`src/rtl/mem_arbiter_if.sv`:
```
// rtl/mem_arbiter_if.sv - one master's request/acknowledge port into the memory arbiter
// The master drives the held command; the arbiter answers with a one-cycle ack and read data.
interface mem_arbiter_if #(
   parameter int ADDR_W = 30,
   parameter int DATA_W = 32
);
   logic              req;
   logic              we;
   logic [ADDR_W-1:0] addr;
   logic [DATA_W-1:0] wdata;
   logic              ack;
   logic [DATA_W-1:0] rdata;

   modport master (
      output req,
      output we,
      output addr,
      output wdata,
      input  ack,
      input  rdata
   );

   modport slave (
      input  req,
      input  we,
      input  addr,
      input  wdata,
      output ack,
      output rdata
   );
endinterface

```
`src/rtl/mem_arbiter.sv`:
```
// rtl/mem_arbiter.sv - two-master arbiter onto a single synchronous RAM port
// One access per three cycles: sample/grant in IDLE, drive RAM in ISSUE, ack in RESP.
module mem_arbiter #(
   parameter int ADDR_W     = 30,
   parameter int DATA_W     = 32,
   parameter int FIXED_PRIO = 0
) (
   input  logic              clk,
   input  logic              rst_n,
   mem_arbiter_if.slave      m0,
   mem_arbiter_if.slave      m1,
   output logic              ram_wren,
   output logic [ADDR_W-1:0] ram_address,
   output logic [DATA_W-1:0] ram_data,
   input  logic [DATA_W-1:0] ram_q,
   output logic              busy
);
   localparam logic [1:0] S_IDLE  = 2'd0;
   localparam logic [1:0] S_ISSUE = 2'd1;
   localparam logic [1:0] S_RESP  = 2'd2;

   logic [1:0]        state;
   logic              gnt;
   logic              last_grant;
   logic              cmd_we;
   logic [ADDR_W-1:0] cmd_addr;
   logic [DATA_W-1:0] cmd_wdata;

   logic any_req;
   logic winner;
   logic in_issue;
   logic in_resp;
   logic ack0;
   logic ack1;

   // Contention goes to master 0 in fixed mode, otherwise to whoever was not granted last.
   always_comb begin
      any_req = m0.req | m1.req;
      winner  = 1'b0;
      if (m0.req && m1.req) begin
         winner = (FIXED_PRIO != 0) ? 1'b0 : ~last_grant;
      end else if (m1.req) begin
         winner = 1'b1;
      end
   end

   always_ff @(posedge clk or negedge rst_n) begin
      if (!rst_n) begin
         state      <= S_IDLE;
         gnt        <= 1'b0;
         last_grant <= 1'b1;
         cmd_we     <= 1'b0;
         cmd_addr   <= '0;
         cmd_wdata  <= '0;
      end else begin
         case (state)
            S_IDLE: begin
               if (any_req) begin
                  state      <= S_ISSUE;
                  gnt        <= winner;
                  last_grant <= winner;
                  cmd_we     <= winner ? m1.we    : m0.we;
                  cmd_addr   <= winner ? m1.addr  : m0.addr;
                  cmd_wdata  <= winner ? m1.wdata : m0.wdata;
               end
            end
            S_ISSUE: state <= S_RESP;
            S_RESP:  state <= S_IDLE;
            default: state <= S_IDLE;
         endcase
      end
   end

   // Strobes come from registered state only, so an async reset in ISSUE kills the write at once.
   always_comb begin
      in_issue    = (state == S_ISSUE);
      in_resp     = (state == S_RESP);
      busy        = (state != S_IDLE);
      ram_wren    = in_issue & cmd_we;
      ram_address = cmd_addr;
      ram_data    = cmd_wdata;
      ack0        = in_resp & ~gnt;
      ack1        = in_resp & gnt;
   end

   assign m0.ack   = ack0;
   assign m1.ack   = ack1;
   assign m0.rdata = (ack0 && !cmd_we) ? ram_q : '0;
   assign m1.rdata = (ack1 && !cmd_we) ? ram_q : '0;
endmodule
```
`src/flat_wrapper.sv`:
```
// flat-port wrapper written by rule: the top's interface ports become plain ports
module mem_arbiter_flat 
#(
   parameter int ADDR_W     = 30,
   parameter int DATA_W     = 32,
   parameter int FIXED_PRIO = 0
)
  (clk, rst_n, ram_wren, ram_address, ram_data, ram_q, busy, m0_req, m0_we, m0_addr, m0_wdata, m0_ack, m0_rdata, m1_req, m1_we, m1_addr, m1_wdata, m1_ack, m1_rdata);
  mem_arbiter_if #(.ADDR_W(ADDR_W), .DATA_W(DATA_W)) m0_i ();
  mem_arbiter_if #(.ADDR_W(ADDR_W), .DATA_W(DATA_W)) m1_i ();
  input  logic clk;
  input  logic rst_n;
  output logic ram_wren;
  output logic [ADDR_W-1:0] ram_address;
  output logic [DATA_W-1:0] ram_data;
  input  logic [DATA_W-1:0] ram_q;
  output logic busy;
  input wire logic [$bits(m0_i.req)-1:0] m0_req;
  input wire logic [$bits(m0_i.we)-1:0] m0_we;
  input wire logic [$bits(m0_i.addr)-1:0] m0_addr;
  input wire logic [$bits(m0_i.wdata)-1:0] m0_wdata;
  output wire logic [$bits(m0_i.ack)-1:0] m0_ack;
  output wire logic [$bits(m0_i.rdata)-1:0] m0_rdata;
  input wire logic [$bits(m1_i.req)-1:0] m1_req;
  input wire logic [$bits(m1_i.we)-1:0] m1_we;
  input wire logic [$bits(m1_i.addr)-1:0] m1_addr;
  input wire logic [$bits(m1_i.wdata)-1:0] m1_wdata;
  output wire logic [$bits(m1_i.ack)-1:0] m1_ack;
  output wire logic [$bits(m1_i.rdata)-1:0] m1_rdata;
  assign m0_i.req = m0_req;
  assign m0_i.we = m0_we;
  assign m0_i.addr = m0_addr;
  assign m0_i.wdata = m0_wdata;
  assign m0_ack = m0_i.ack;
  assign m0_rdata = m0_i.rdata;
  assign m1_i.req = m1_req;
  assign m1_i.we = m1_we;
  assign m1_i.addr = m1_addr;
  assign m1_i.wdata = m1_wdata;
  assign m1_ack = m1_i.ack;
  assign m1_rdata = m1_i.rdata;
  mem_arbiter #(.ADDR_W(ADDR_W), .DATA_W(DATA_W), .FIXED_PRIO(FIXED_PRIO)) u_core (.clk(clk), .rst_n(rst_n), .m0(m0_i), .m1(m1_i), .ram_wren(ram_wren), .ram_address(ram_address), .ram_data(ram_data), .ram_q(ram_q), .busy(busy));
endmodule
```
`config.mk`:
```
export PLATFORM = sky130hd
export DESIGN_NAME = mem_arbiter_flat
export DESIGN_NICKNAME = d
export VERILOG_FILES = /design/src/rtl/mem_arbiter_if.sv /design/src/rtl/mem_arbiter.sv /design/src/flat_wrapper.sv
export SDC_FILE = /design/constraint.sdc
export NUM_CORES = 1
export LEC_CHECK = 0
export ABC_CLOCK_PERIOD_IN_PS = 1700
export CELL_PAD_IN_SITES_DETAIL_PLACEMENT = 2
export CELL_PAD_IN_SITES_GLOBAL_PLACEMENT = 2
export CORE_ASPECT_RATIO = 0.5
export CORE_MARGIN = 4
export CORE_UTILIZATION = 20
export DETAILED_ROUTE_END_ITERATION = 16
export PLACE_DENSITY_LB_ADDON = 0.1
export SYNTH_ARGS = -nofsm -noshare
export SYNTH_HDL_FRONTEND = slang
export SYNTH_SLANG_ARGS = --single-unit
```
`constraint.sdc`:
```
create_clock -name clk -period 1.7 [get_ports clk]
set_input_delay 0.17 -clock clk [delete_from_list [all_inputs] [get_ports clk]]
set_output_delay 0.17 -clock clk [all_outputs]
set_load 0.03 [all_outputs]
```
# Word-level counts from Yosys, hierarchy flattened
# Index checks and enable logic that the tools add are counted.
totals:
  register_bits: 67
  output_inout_bits: 130
op_classes:
  reduce_logical: 7
  muxes: 9
  bitwise: 6
  eq_ne: 3
ops:
  columns: ["op", "n"]
  rows:
  - ["32-bit two-way mux", 3]
  - ["30-bit two-way mux", 1]
  - ["2-bit case mux with 2 select lines", 1]
  - ["1-bit AND", 3]
  - ["1-bit logical AND", 3]
  - ["1-bit two-way mux", 3]
  - ["2-bit by 1-bit == test with 1-bit output (second input constant)", 1]
  - ["2-bit == test (second input constant)", 1]
  - ["2-bit logical NOT", 1]
  - ["2-bit two-way mux", 1]
  - ["2-bit by 1-bit inequality test with 1-bit output (second input constant)", 1]
  - ["1-bit inverter", 2]
  - ["2-bit AND reduction", 1]
  - ["2-bit nonzero test", 1]
  - ["1-bit logical NOT", 1]
  - ["1-bit bitwise OR", 1]

# Depth between registers and ports, before layout
depth:
  ltp_word: 4
  depth_mapped: 5
  ltp_nobuf: 3

# Least setup slack after synthesis
# Ideal clock, no wire load.
synth_timing:
  path_kind: "register to output"
  from: "reg u_core.state[0]"
  to: "out m1_rdata[10]"
  required_ns: 1.530
  stages_incl_launch_ff: 5
  slack_ns: 0.251
  t_arrival_ns: 1.279
  path_buffers: 1
  cell_sequence: "dfrtp_1 > nand2b_1 > nor3_2 > clkbuf_1 > and2_1"
synth_via:
  elab_chain_cells: 4
synth_lines:
  columns: ["element", "line", "text"]
  rows:
  - ["start: declaration", "mem_arbiter.sv:22", "logic [1:0] state;"]
  - ["start signal: assignment", "mem_arbiter.sv:49", "state <= S_IDLE;"]
  - ["start signal: assignment", "mem_arbiter.sv:59", "state <= S_ISSUE;"]
  - ["start signal: assignment", "mem_arbiter.sv:67", "S_ISSUE: state <= S_RESP;"]
  - ["2-bit == test", "mem_arbiter.sv:77", "in_resp = (state == S_RESP);"]
  - ["1-bit AND", "mem_arbiter.sv:83", "ack1 = in_resp & gnt;"]
  - ["1-bit logical AND", "mem_arbiter.sv:89", "assign m1.rdata = (ack1 && !cmd_we) ? ram_q : '0;"]
  - ["32-bit two-way mux", "mem_arbiter.sv:89", null]
  - ["end: declaration", "flat_wrapper.sv:29", "output wire logic [$bits(m1_i.rdata)-1:0] m1_rdata;"]
# Every way passes these cells.

# Worst setup path in the final report
layout_timing:
  from: "reg u_core.state[0]"
  to: "out m1_rdata[16]"
# The elaborated chain is that of the path after synthesis.

==> impl_metrics.yaml <==
outcome:
  status: "finished with violations"
  violations: "setup timing"
synth:
  netlist_top_cells_area: "dfrtp_1 39%, a211oi_2 15%, a2bb2oi_2 14%"
  ys_top_cells_by_count: "66 x dfrtp_1, 65 x and2_1, 63 x nand2_1"
  syn_area_um2: 4210
  synth_cell_types: 24
  synth_top_area_share: 0.393
  yosysMostFrequentCell: "dfrtp_1"
  ys.flop_type: "dfrtp_1"
  synth.yosys.seq_area_share: 0.399
  synth.avg_cell_area_um2: 11.2
  synth-edff-count: 0
  synth_top_area_cell: "dfrtp_1"
  yosysWarnings: 0
  synthArstFlopShare: 1.00
  ys_ff_latch: 67
  synthCells: 375
  syn_nets: 537
clocking:
  clkSlewWorstSetupHoldPaths_ns: 0.06
  numCtsBuffers: 9
  cts_max_level: 3
  cts.path.max_buffers: 2
  cts.sinks: 67
  clockRootBuffer: "clkbuf_16"
  cts_tree: "built"
  clk_latency_ns: 0.33
grt:
  grt_pass1_vias: 4676
  gr-usage-all-layers: 0.159
  grt_antenna_before_repair: 3
  grt_max_degree: 39
  gr-total-overflow: 0
  grt_pass1_wl_mm: 29.2
setup_path:
  crit_end: "m1_rdata[16]"
  worstSetupPathType: "register to output port"
  cp_common_cell: "buf_6"
  r2r-start: "u_core.state[0]"
  cp-startpoint: "u_core.state[0]"
  worstSetupStartpointType: "register"
  end_kind: "output port"
  cp_slowest_cell: "dfrtp_1"
  arrival_ns: 1.59
  cp_cell_sequence: "nand2b_4 > nor3_4 > buf_6 > buf_16 > and2_4 > buf_6"
  r2r_slack_ns: 0.12
  reg2regPathDepth: 6
  r2r-end: "u_core.ram_address[15]"
  critPathRequiredTime_ns: 1.53
  critPathMaxStageDelay_ns: 0.38
  path_max_fanout: 8
power:
  irDropWorstVdd_uv: 823
  power.density_nw_per_um2: 1650
  p_leak_nw: 3.23
finish:
  seq_area_um2: 1680
  fillCellCount: 2146
  nets: 829
  area_growth_pct: 92.3
  multiInputGateArea_um2: 2350
  antenna_cells: 0
  drive_gt1_frac: 0.338
die:
  fp.dieH_um: 111
  dieArea_um2: 23600
  num_io_pins: 292
  start_util: 0.204
  die_w_um: 213
  core_um2: 20600
  num_rows: 37
sta:
  finalCritPeriodShare: 1.04
  worst_pin_slew_ns: 0.401
  timing.final.ws_setup_ns: -0.0648
  hold_viol_final: 0
  timing.hold.ws_ns: 0.302
  setup_viol: 34
  finalWorstPathRequiredPeriod_ns: 1.76
  rsz0062_at_grt: "true"
  skew_ns: 0.00787
  relSlewSlack: 0.732
  finalMaxSlewViolations: 0
  max_freq_ghz: 0.567
route:
  drc: 0
  vias_per_cell: 4.47
  post_drt_wl_per_cell_um: 21.0
  dr.pass1.iters: 4
  vias: 4216
  drt_iter0_drc: 109
  ant_nets: 0
  wirelength_mm: 19.8
hold_path:
  min_path_type: "input pin to asynchronous set/reset pin"
place:
  place_hpwl_mm: 14.7
  detailedPlace.worstSlack_ns: 0.0109
  gp_congestion: 0.765
  portBuffers: 291
job:
  drv_cap: 0
## registers in the layout (all words and copies together), names as in the netlist
register            count
u_core.cmd_we           1
u_core.gnt              1
u_core.last_grant       1
u_core.ram_address     30
u_core.ram_data        32
u_core.state            2
## worst min-delay path by stage
stage / startpoint / endpoint
3_3_place_gp: rst_n / u_core.ram_address[11]
4_1_cts: rst_n / u_core.ram_address[11]
5_1_grt: rst_n / u_core.ram_address[11]
3_5_place_dp: rst_n / u_core.ram_address[11]
6_report: rst_n / u_core.ram_address[11]
2_1_floorplan: rst_n / u_core.cmd_we
## critical path: cells and delay by family, from the launching register on
family	cells	cell delay (ns)
simple gates	3	0.47
buf+inv	3	0.40
flops	1	0.38
## layout by cell type, fill, tap and decap left out, drive strengths merged, types with 2 or more instances in the layout
cell type | netlist | routed
dlygate4sd2 | 0 | 2
a2bb2oi | 63 | 63
buf | 33 | 94
clkinv | 0 | 2
clkdlybuf4s50 | 0 | 222
a211oi | 63 | 63
nor3 | 2 | 2
dfrtp | 66 | 66
nand2 | 63 | 63
nor2 | 4 | 4
clkbuf | 7 | 14
and2 | 65 | 65
## repair_timing
action,in CTS,in global routing
hold buffers,1,0
gates cloned,2,1
resized for setup,46,48
hold endpoints to repair,22,0
pin swaps,8,6
endpoints found under the setup margin,68,65
buffers inserted,4,2
## per-stage QoR
stage / util / total power [mW] / cells / TNS [ns] / instance area, um^2
finish: 0.393 / 13.4 / 944 / -1.07 / 8090
CTS: 0.383 / 13.4 / 942 / -4.29 / 7900
floorplan: - / 7.98 / 375 / 0 / 4210
detailed placement: 0.359 / 11.3 / 920 / 0 / 7390
global route: 0.393 / 14.1 / 944 / -7.89 / 8090
global placement: 0.359 / 11.2 / 920 / 0 / 7390
## per-layer routing
| metal | up-vias | track usage | wire length [um] |
|---|---|---|---|
| met5 | - | 0 | 44 |
| met4 | 6 | 0.0244 | 116 |
| met3 | 17 | 0.0383 | 1130 |
| met2 | 128 | 0.279 | 10000 |
| met1 | 2123 | 0.202 | 8510 |
| li1 | 1942 | - | - |
## where the power goes
| part | switching, mW | total (mW) | internal (mW) | leakage (nW) |
|---|---|---|---|---|
| Combinational | 4.40 | 8.53 | 4.13 | 2.34 |
| Clock | 0.718 | 1.81 | 1.10 | 0.141 |
| Sequential | 0.605 | 3.03 | 2.42 | 0.752 |
| Total | 5.72 | 13.4 | 7.65 | 3.23 |
## kinds of logic (layout without fill, tap and decap cells)
kind of cell	after synthesis	count (layout)	synth area share
and+or+nand+nor	137	137	0.168
AOI/OAI and AO/OA	128	128	0.367
DFF	67	67	0.399
buffers and inverters	41	337	0.0613
muxes	2	2	0.00506
## cell type report
class | instances | area share
Tap cell | 273 | 0.0422
Multi-Input combinational cell | 267 | 0.291
Inverter | 1 | 0.000464
Clock buffer | 13 | 0.0334
Clock inverter | 2 | 0.00124
Sequential cell | 67 | 0.207
Timing Repair Buffer | 321 | 0.424
No activity file was read; power rests on OpenSTA's default activity.
